==> config.mk <==
export PLATFORM = sky130hd
export DESIGN_NAME = predictor_pht_ctr_flat
export DESIGN_NICKNAME = d
export VERILOG_FILES = /design/src/rtl/predictor_pht_ctr_pkg.sv /design/src/rtl/predictor_pht_ctr_if.sv /design/src/rtl/predictor_pht_ctr_mem.sv /design/src/rtl/predictor_pht_ctr.sv /design/src/flat_wrapper.sv
export SDC_FILE = /design/constraint.sdc
export NUM_CORES = 2
export LEC_CHECK = 0
export CAP_MARGIN = 20
export CORE_ASPECT_RATIO = 0.75
export CORE_MARGIN = 2
export CORE_UTILIZATION = 25
export CTS_CLUSTER_DIAMETER = 100
export DETAILED_ROUTE_END_ITERATION = 8
export GPL_ROUTABILITY_DRIVEN = 0
export HOLD_SLACK_MARGIN = 0.08
export PLACE_DENSITY = 0.5
export SLEW_MARGIN = 0
export SYNTH_ARGS = -nofsm -noshare
export SYNTH_HDL_FRONTEND = slang
export SYNTH_HIERARCHICAL = 1
export SYNTH_SLANG_ARGS = --single-unit
==> constraint.sdc <==
create_clock -name clk -period 36.8 [get_ports clk]
set_input_delay 3.68 -clock clk [delete_from_list [all_inputs] [get_ports clk]]
set_output_delay 3.68 -clock clk [all_outputs]
set_load 0.03 [all_outputs]
==> src/rtl/predictor_pht_ctr_pkg.sv <==
// predictor_pht_ctr_pkg
// Shared definitions for the pattern-history-table counter block:
//   - default index and counter widths
//   - INIT/RUN state encoding
//   - weakly-not-taken initial value and saturating counter step
package predictor_pht_ctr_pkg;

    localparam int DEF_ADDR_W = 10;
    localparam int DEF_CTR_W  = 2;

    typedef enum logic {
        ST_INIT = 1'b0,
        ST_RUN  = 1'b1
    } pht_state_e;

    // Weakly-not-taken: the value just below the taken threshold (MSB clear).
    function automatic int unsigned wnt_value(input int unsigned ctr_w);
        return (32'd1 << (ctr_w - 1)) - 32'd1;
    endfunction

    // Saturating step: never wraps at either end.
    function automatic int unsigned ctr_next(input int unsigned v,
                                             input logic        taken,
                                             input int unsigned ctr_w);
        int unsigned max_v;
        max_v = (32'd1 << ctr_w) - 32'd1;
        if (taken)
            return (v >= max_v) ? max_v : v + 32'd1;
        else
            return (v == 32'd0) ? 32'd0 : v - 32'd1;
    endfunction

endpackage

==> src/rtl/predictor_pht_ctr_if.sv <==
// predictor_pht_ctr_if
// Lookup / update / control bundle for predictor_pht_ctr.
//   flush_i                       restart table initialisation
//   ready_o                       table initialised, ports accepted
//   re_i, raddr_i                 lookup request
//   rvalid_o, rdata_o, taken_o    lookup response (one cycle later)
//   upd_valid_i, upd_addr_i,
//   upd_taken_i                   resolved-branch update
// master: requester side; slave: the table.
interface predictor_pht_ctr_if
    import predictor_pht_ctr_pkg::*;
#(
    parameter int ADDR_W = DEF_ADDR_W,
    parameter int CTR_W  = DEF_CTR_W
);
    logic              flush_i;
    logic              ready_o;
    logic              re_i;
    logic [ADDR_W-1:0] raddr_i;
    logic              rvalid_o;
    logic [CTR_W-1:0]  rdata_o;
    logic              taken_o;
    logic              upd_valid_i;
    logic [ADDR_W-1:0] upd_addr_i;
    logic              upd_taken_i;

    modport master (
        output flush_i, re_i, raddr_i, upd_valid_i, upd_addr_i, upd_taken_i,
        input  ready_o, rvalid_o, rdata_o, taken_o
    );

    modport slave (
        input  flush_i, re_i, raddr_i, upd_valid_i, upd_addr_i, upd_taken_i,
        output ready_o, rvalid_o, rdata_o, taken_o
    );
endinterface

==> src/rtl/predictor_pht_ctr_mem.sv <==
// pht_ctr_mem
// Counter storage: 2^ADDR_W x CTR_W, two registered read ports and one
// write port.
//   clk, rst_n            clock, synchronous active-high reset (read regs only)
//   lk_re/lk_addr/lk_data lookup read port, data valid the cycle after lk_re
//   up_re/up_addr/up_data update read port, data valid the cycle after up_re
//   we/waddr/wdata        write port
// Read registers hold when their enable is low. A read and a write of the
// same entry in one cycle returns the pre-write value.
module pht_ctr_mem #(
    parameter int ADDR_W = 10,
    parameter int CTR_W  = 2
) (
    input  logic              clk,
    input  logic              rst_n,
    input  logic              lk_re,
    input  logic [ADDR_W-1:0] lk_addr,
    output logic [CTR_W-1:0]  lk_data,
    input  logic              up_re,
    input  logic [ADDR_W-1:0] up_addr,
    output logic [CTR_W-1:0]  up_data,
    input  logic              we,
    input  logic [ADDR_W-1:0] waddr,
    input  logic [CTR_W-1:0]  wdata
);
    logic [CTR_W-1:0] mem [2**ADDR_W];

    always_ff @(posedge clk) begin
        if (we)
            mem[waddr] <= wdata;
    end

    always_ff @(posedge clk) begin
        if (rst_n) begin
            lk_data <= '0;
            up_data <= '0;
        end else begin
            if (lk_re)
                lk_data <= mem[lk_addr];
            if (up_re)
                up_data <= mem[up_addr];
        end
    end
endmodule

==> src/rtl/predictor_pht_ctr.sv <==
// predictor_pht_ctr
// Branch pattern-history table of saturating counters.
//   clk    rising-edge clock
//   rst_n  synchronous reset, active HIGH (1 = reset) despite the name
//   bus    predictor_pht_ctr_if.slave (lookup, update, flush, ready)
// After reset or flush every entry is swept to weakly-not-taken, one entry
// per cycle. Updates are a two-stage read-modify-write (accept/read, then U1
// write); back-to-back updates to one index forward U1's result.
// Optional build macro PHT_WRITE_BYPASS_EN: a lookup colliding with the U1
// write committing in the same cycle returns the new value instead of the
// stale one.
module predictor_pht_ctr
    import predictor_pht_ctr_pkg::*;
#(
    parameter int ADDR_W = DEF_ADDR_W,
    parameter int CTR_W  = DEF_CTR_W
) (
    input  logic                clk,
    input  logic                rst_n,
    predictor_pht_ctr_if.slave  bus
);
    localparam logic [ADDR_W-1:0] LAST_IDX = '1;
    localparam logic [CTR_W-1:0]  WNT      = CTR_W'(wnt_value(CTR_W));

    pht_state_e        state;
    logic [ADDR_W-1:0] sweep_idx;
    logic              ready_q;
    logic              rvalid_q;

    logic              u1_valid;
    logic [ADDR_W-1:0] u1_addr;
    logic              u1_taken;
    logic              u1_fwd;
    logic [CTR_W-1:0]  u1_fwd_val;
    logic [CTR_W-1:0]  u1_old;
    logic [CTR_W-1:0]  u1_new;

    logic              lk_hit;
    logic              lk_hit_q;
    logic [CTR_W-1:0]  lk_byp_q;

    logic              lk_acc;
    logic              upd_acc;
    logic              mem_we;
    logic [ADDR_W-1:0] mem_waddr;
    logic [CTR_W-1:0]  mem_wdata;
    logic [CTR_W-1:0]  mem_lk_data;
    logic [CTR_W-1:0]  mem_up_data;

    assign lk_acc  = !rst_n && !bus.flush_i && (state == ST_RUN) && bus.re_i;
    assign upd_acc = !rst_n && !bus.flush_i && (state == ST_RUN) && bus.upd_valid_i;

    // Memory still holds the pre-write value when the previous update
    // targeted the same index; take U1's result in that case.
    assign u1_old = u1_fwd ? u1_fwd_val : mem_up_data;
    assign u1_new = CTR_W'(ctr_next(32'(u1_old), u1_taken, CTR_W));

`ifdef PHT_WRITE_BYPASS_EN
    assign lk_hit = u1_valid && (u1_addr == bus.raddr_i);
`else
    assign lk_hit = 1'b0;
`endif

    // Sweep owns the write port in INIT; U1 only exists in RUN. A flush
    // drops the U1 write of that cycle.
    assign mem_we    = !rst_n && ((state == ST_INIT) || (u1_valid && !bus.flush_i));
    assign mem_waddr = (state == ST_INIT) ? sweep_idx : u1_addr;
    assign mem_wdata = (state == ST_INIT) ? WNT : u1_new;

    pht_ctr_mem #(.ADDR_W(ADDR_W), .CTR_W(CTR_W)) u_mem (
        .clk     (clk),
        .rst_n   (rst_n),
        .lk_re   (lk_acc),
        .lk_addr (bus.raddr_i),
        .lk_data (mem_lk_data),
        .up_re   (upd_acc),
        .up_addr (bus.upd_addr_i),
        .up_data (mem_up_data),
        .we      (mem_we),
        .waddr   (mem_waddr),
        .wdata   (mem_wdata)
    );

    always_ff @(posedge clk) begin
        if (rst_n || bus.flush_i) begin
            state      <= ST_INIT;
            sweep_idx  <= '0;
            ready_q    <= 1'b0;
            rvalid_q   <= 1'b0;
            u1_valid   <= 1'b0;
            u1_fwd     <= 1'b0;
            if (rst_n) begin
                u1_addr    <= '0;
                u1_taken   <= 1'b0;
                u1_fwd_val <= '0;
                lk_hit_q   <= 1'b0;
                lk_byp_q   <= '0;
            end
        end else begin
            case (state)
                ST_INIT: begin
                    rvalid_q  <= 1'b0;
                    u1_valid  <= 1'b0;
                    sweep_idx <= sweep_idx + ADDR_W'(1);
                    if (sweep_idx == LAST_IDX) begin
                        state   <= ST_RUN;
                        ready_q <= 1'b1;
                    end
                end
                ST_RUN: begin
                    rvalid_q <= bus.re_i;
                    if (bus.re_i) begin
                        lk_hit_q <= lk_hit;
                        lk_byp_q <= u1_new;
                    end
                    u1_valid <= bus.upd_valid_i;
                    if (bus.upd_valid_i) begin
                        u1_addr    <= bus.upd_addr_i;
                        u1_taken   <= bus.upd_taken_i;
                        u1_fwd     <= u1_valid && (u1_addr == bus.upd_addr_i);
                        u1_fwd_val <= u1_new;
                    end
                end
                default: begin
                    state     <= ST_INIT;
                    sweep_idx <= '0;
                end
            endcase
        end
    end

    assign bus.ready_o  = ready_q;
    assign bus.rvalid_o = rvalid_q;
    assign bus.rdata_o  = lk_hit_q ? lk_byp_q : mem_lk_data;
    assign bus.taken_o  = bus.rdata_o[CTR_W-1];
endmodule

==> src/flat_wrapper.sv <==
// flat-port wrapper written by rule: the top's interface ports become plain ports
module predictor_pht_ctr_flat import predictor_pht_ctr_pkg::*;
#(
    parameter int ADDR_W = DEF_ADDR_W,
    parameter int CTR_W  = DEF_CTR_W
)
  (clk, rst_n, bus_flush_i, bus_re_i, bus_raddr_i, bus_upd_valid_i, bus_upd_addr_i, bus_upd_taken_i, bus_ready_o, bus_rvalid_o, bus_rdata_o, bus_taken_o);
  predictor_pht_ctr_if #(.ADDR_W(ADDR_W), .CTR_W(CTR_W)) bus_i ();
  input  logic clk;
  input  logic rst_n;
  input wire logic [$bits(bus_i.flush_i)-1:0] bus_flush_i;
  input wire logic [$bits(bus_i.re_i)-1:0] bus_re_i;
  input wire logic [$bits(bus_i.raddr_i)-1:0] bus_raddr_i;
  input wire logic [$bits(bus_i.upd_valid_i)-1:0] bus_upd_valid_i;
  input wire logic [$bits(bus_i.upd_addr_i)-1:0] bus_upd_addr_i;
  input wire logic [$bits(bus_i.upd_taken_i)-1:0] bus_upd_taken_i;
  output wire logic [$bits(bus_i.ready_o)-1:0] bus_ready_o;
  output wire logic [$bits(bus_i.rvalid_o)-1:0] bus_rvalid_o;
  output wire logic [$bits(bus_i.rdata_o)-1:0] bus_rdata_o;
  output wire logic [$bits(bus_i.taken_o)-1:0] bus_taken_o;
  assign bus_i.flush_i = bus_flush_i;
  assign bus_i.re_i = bus_re_i;
  assign bus_i.raddr_i = bus_raddr_i;
  assign bus_i.upd_valid_i = bus_upd_valid_i;
  assign bus_i.upd_addr_i = bus_upd_addr_i;
  assign bus_i.upd_taken_i = bus_upd_taken_i;
  assign bus_ready_o = bus_i.ready_o;
  assign bus_rvalid_o = bus_i.rvalid_o;
  assign bus_rdata_o = bus_i.rdata_o;
  assign bus_taken_o = bus_i.taken_o;
  predictor_pht_ctr #(.ADDR_W(ADDR_W), .CTR_W(CTR_W)) u_core (.clk(clk), .rst_n(rst_n), .bus(bus_i));
endmodule
# After elaboration in Yosys (flattened, before gate mapping)
# Memory sizes are Yosys's and may differ from the RTL's. A register that Yosys moved wholly into a read port is not among the register bits.
# Index checks and enable logic that the tools add are counted.
[totals]
wordCells = 70
mem_count = 1
ram_bits = 2048
regBits = 31
input_bits = 26
output_inout_bits = 5
[op_classes]
order_cmp = 1
add_sub_neg = 3
reduce_logical = 19
mux = 31
n_eq_ne = 3
bitwise = 1
[memory_table]
columns = ["memory", "depth", "word_bits", "read_ports", "rd_ports_with_merged_regs", "write_ports", "line", "text"]
rows = [
  ["u_core.u_mem.mem", 1024, 2, 2, 2, 1, "predictor_pht_ctr_mem.sv:26", "logic [CTR_W-1:0] mem [2**ADDR_W];"],
]
[ops]
columns = ["operator", "count"]
rows = [
  ["two-way mux 10 bit", 5],
  ["two-way mux 2 bit", 13],
  ["two-way mux 1 bit", 11],
  ["adder 10 x 1 -> 10 bit (second input constant)", 1],
  ["== test 10 bit", 1],
  ["== test 10 bit (second input constant)", 1],
  ["logical AND 1 bit", 7],
  ["AND reduction 3 bit", 2],
  ["nonzero test 2 bit", 3],
  ["case mux 1 bit (2 select lines)", 2],
  ["AND reduction 2 bit", 2],
  ["adder 2 x 1 -> 2 bit (second input constant)", 1],
  [">= comparator 2 bit (second input constant)", 1],
  ["logical NOT 1 bit", 2],
  ["logical NOT 2 bit", 1],
  ["logical OR 1 bit", 2],
  ["!= test 2 bit (second input constant)", 1],
  ["subtractor 2 x 1 -> 2 bit (second input constant)", 1],
  ["inverter 1 bit", 1],
]

# Logic depth before layout (Yosys ltp)
[depth]
ltp_word = 7
ltp_mapped = 15
mapped_depth_nobuf = 8

# Hierarchy
# Netlist, hierarchy kept.
[by_module_without_submodules]
columns = ["module", "area_per_inst_um2", "cells_each", "instances"]
rows = [
  ["pht_ctr_mem", 100269.9, 6074, 1],
  ["predictor_pht_ctr", 1457.6, 139, 1],
]

# Least setup slack after synthesis
# No wires, ideal clock.
[synth_path]
kind = "reg2reg"
startpoint = "register u_core.u1_taken"
endpoint = "memory u_core.u_mem.mem[0][1], data pin"
stages_incl_launch_ff = 5
t_required_ns = 31.566
arrival_ns = 25.692
setup_ns = 5.234
setup_slack_ns = 5.873
path_buffers = 0
cell_sequence = "edfxtp_1 nor2_1 nor3_1 a21oi_1 nor2b_1"
[synth_via]
elab_chain_len = 2
[synth_lines]
columns = ["element", "line", "text"]
rows = [
  ["start, declared", "predictor_pht_ctr.sv:32", "logic u1_taken;"],
  ["start signal, assigned", "predictor_pht_ctr.sv:119", "u1_taken <= bus.upd_taken_i;"],
  ["two-way mux 2 bit", "predictor_pht_ctr_pkg.sv:27", "if (taken)"],
  ["two-way mux 2 bit", "predictor_pht_ctr.sv:68", "assign mem_wdata = (state == ST_INIT) ? WNT : u1_new;"],
  ["via u_core.mem_wdata[1]", "predictor_pht_ctr.sv:46", "logic [CTR_W-1:0] mem_wdata;"],
  ["end, declared", "predictor_pht_ctr_mem.sv:26", ""],
]
# The timed path passes the listed nets, and every way through them passes these cells.

==> summary.txt <==
Synthesis
  – Count leader, synth: edfxtp_1
  – Seq/Total Area, Yosys: 61.2%
  – Share of flip-flops with an asynchronous set or reset: 0%
  – #FFs+latches synth: approximately 2100
  – Avg Inst Size Synth: ~16 µm²
  – Yosys top cell area share: 60.8%
  – Top_reg_cell synth: edfxtp_1
  – Post-synthesis cell type count: between 80 and 90
  – Synth Instances: between 6000 and 7000
  – Netlist Area Pre-Place: just over 100000 µm²
  – Area leader, netlist: edfxtp_1
  – Post-synth EDFFs: between 2000 and 2500
  – Ys Warns: 6
  – Most frequent cells after synthesis: edfxtp_1 (2061), nor2_1 (1104), mux4_2 (954)
  – Top cells by area, synth: edfxtp_1 (61%), mux4_2 (21%), nor2_1 (4.1%), mux2i_1 (2.9%), clkbuf_1 (1.1%)
  – Mapped Nets: about 6200

Worst setup path
  – Slowest-stage cell, CP: buf_4
  – Worst reg2reg path startpoint: u_core/u_mem/up_data[0]$_SDFFE_PP0P_
  – Critical Path Source Type: input pin
  – Worst Path Required: ~38 ns
  – Crit Path Category: input pin to register
  – Setup crit end kind: register
  – CP Data Arrival Time: 9.49 ns
  – CP cell instances: buf_8 -> buf_12 -> buf_12 -> buf_4 -> buf_4 -> mux2i_1 -> o221ai_1 -> o22ai_1 -> nor2_1 -> a211oi_1 -> buf_4 -> a311o_1 -> a2bb2oi_1 -> a31o_1
  – Critical Path Fanout Max: 78
  – Most used cell, CP: buf_4
  – Slowest stage delay, CP: 0.82 ns
  – Critical path startpoint: bus_raddr_i[0]

Detailed routing
  – Remaining routing DRC violations: 0
  – First-pass iteration count of the detailed router: 6
  – DR WL/cell: between 30 and 40 µm
  – Post-Route WL: around 400 mm
  – WL met2: roughly 170 mm
  – Routed vias: 65500
  – Routed met3 length: 54.0 mm
  – DRT iter0 DRCs: roughly 10000
  – Vias/cell: 5.60
  – DRT antenna net count: 0
  – Met1 wire length: 160 mm
  – Max layer used: met5

Die
  – Chip height: 556 µm
  – Io pins: 31
  – Core Region: ~400000 µm²
  – Width of the die: between 700 and 800 µm
  – DIE AREA: a little over 400000 µm²
  – FP Rows: 202
  – Initial Utilization: 25.2%

Clock tree
  – Htree depth: 4
  – Post-CTS Setup Repair Bufs: 0
  – Clock buffer depth: 4
  – CTS Root Cell: clkbuf_16
  – CTS Hold Bufs: 0
  – CTS tree: built
  – Clock sinks: approximately 2100
  – CTS resizes: 0
  – Skew-Pair Late Insertion Delay: between 0.9 and 1 ns
  – Worst-path clk slew: ~0.070 ns
  – Num CTS Buffers: 212

Final layout
  – Post-route insts no fill: 11700
  – Finished Cell Area: between 100000 and 150000 µm²
  – Nets: between 6000 and 7000
  – Share of layout cells above drive strength 1: between 20% and 30%
  – Fill count: ~40000
  – Area grow syn2layout: 13.2%

Global routing
  – Initial antenna violation count: 36
  – Grt ovf: 0
  – Vias in the first global route: approximately 64000
  – Gr usage total: a little under a fifth
  – First-pass GRT wire length: roughly 540 mm
  – Largest net degree at the start of global routing: between 100 and 150

Place
  – Dpl cells: about 11000
  – Placement Cell Area: about 110000 µm²
  – IO Port Bufs: 30
  – Post-DP HPWL: 239 mm

STA
  – RSZ-0062 raised after global routing: false
  – Slew headroom: under 10%
  – Count of final hold-check violations: 0
  – Sum Neg Setup Slack: 0 ns
  – Worst hold margin: 0.502 ns
  – Skew final: about 0.058 ns
  – Fmax achieved: between 0.1 and 0.15 GHz
  – Minimum clock period after layout: just under 9 ns
  – Final worst-path cycle share: 23.5%
  – Final setup violation count: 0
  – Pins Over Slew Limit: 0
  – Worst slew pin tran: about 1.4 ns

Run status
  – Outcome: complete, no violations

Pwr
  – Leakage: around 31 nW
  – Power Total: a little over 5 mW
  – Peak VDD IR: 0.0381 mV
  – PwrDens: 44.6 nW/µm²

Job
  – Max cap viols: 0

Min path
  – HP Class: register to register
  – Hold Crit Start: u_core/u1_valid$_SDFF_PP0_
-- metal layers --
metal  GRT usage (%)  vias up
li1                -    25100
met1            26.1    35100
met2            27.1     4489
met3            6.64      722
met4            6.07       16
met5               0        -
-- cells in the final DEF, fill, tap and decap left out, types with 10 or more instances in the layout --
cell / instances
edfxtp_1: 2061
nor2_1: 1097
mux4_2: 954
mux2i_1: 296
buf_4: 220
clkbuf_16: 216
nand2_1: 207
a22oi_1: 112
a21oi_1: 100
o221ai_1: 95
nand3_1: 61
o22ai_1: 48
clkinv_1: 47
clkbuf_1: 38
a31oi_1: 36
clkinv_2: 34
nor3_1: 33
a221oi_1: 32
a211oi_1: 31
bufinv_16: 29
mux2_2: 28
o21ai_0: 28
nand3_4: 25
a22o_1: 23
nand2b_1: 22
nand4_1: 22
and2_1: 21
dfxtp_1: 19
clkdlybuf4s50_1: 17
and3_1: 17
nor2b_1: 15
a32oi_1: 14
o21ai_1: 13
diode_2: 12
xor2_1: 11
nor4_1: 11
buf_12: 11
nor2b_4: 10
-- critical path, delay by kind of cell --
family	cells	cell delay (ns)
mux	1	0.20
simple gates	1	0.29
compound gates	6	1.36
buf+inv	6	3.42
-- kinds of logic after synthesis --
family	Yosys count	synth area share, %
DFF	2080	61.2
and+or+nand+nor	1623	6.73
muxes	1278	24.3
AOI/OAI and AO/OA	612	4.37
buffers and inverters	601	3.18
xor gates and xnor gates	18	0.155
adders and majority gates	1	0.0123
-- state kept, by name (all words and copies together) (netlist names) --
signal                count
u_core/u_mem/mem       2048
u_core/sweep_idx         10
u_core/u1_addr           10
u_core/u1_fwd_val         2
u_core/u_mem/lk_data      2
u_core/u_mem/up_data      2
u_core/bus.ready_o        1
u_core/bus.rvalid_o       1
u_core/state              1
u_core/u1_fwd             1
u_core/u1_taken           1
u_core/u1_valid           1
-- where the power goes --
group | internal, mW | total [mW] | switching, mW
Sequential | 2.56 | 2.56 | 0.00110
Clock | 1.28 | 2.26 | 0.980
Combinational | 0.0969 | 0.316 | 0.219
Total | 3.94 | 5.14 | 1.20
-- final timing paths --
check / endpoint / slack [ns] / cells past startpoint
max reg2reg: u_core/u_mem/mem[706][1]$_DFFE_PP_ / 32.49 / 7
min: u_core/u1_fwd$_SDFFE_PP0P_ / 0.50 / 2
max: u_core/u_mem/lk_data[0]$_SDFFE_PP0P_ / 28.15 / 14
min reg2reg: u_core/u1_fwd$_SDFFE_PP0P_ / 0.50 / 2
-- layout make-up --
| class | instances | area [µm²] | share of cell area (%) |
|---|---|---|---|
| Sequential cell | 2080 | 62300 | 54.1 |
| Multi-Input combinational cell | 3532 | 36800 | 31.9 |
| Tap cell | 5406 | 6760 | 5.87 |
| Clock buffer | 256 | 5580 | 4.84 |
| Timing Repair Buffer | 270 | 2340 | 2.03 |
| Clock inverter | 126 | 1380 | 1.20 |
| Inverter | 12 | 55.1 | 0.0478 |
| Antenna cell | 12 | 30.0 | 0.0261 |
-- metrics by stage --
stage	utilization [%]	setup WS [ns]
after floorplan	-	5.87
after global placement	26.7	27.14
after detailed placement	26.7	27.17
after CTS	28.5	28.08
after global routing	28.5	27.73
final	28.5	28.15
Power figures use the tool's default switching activity.
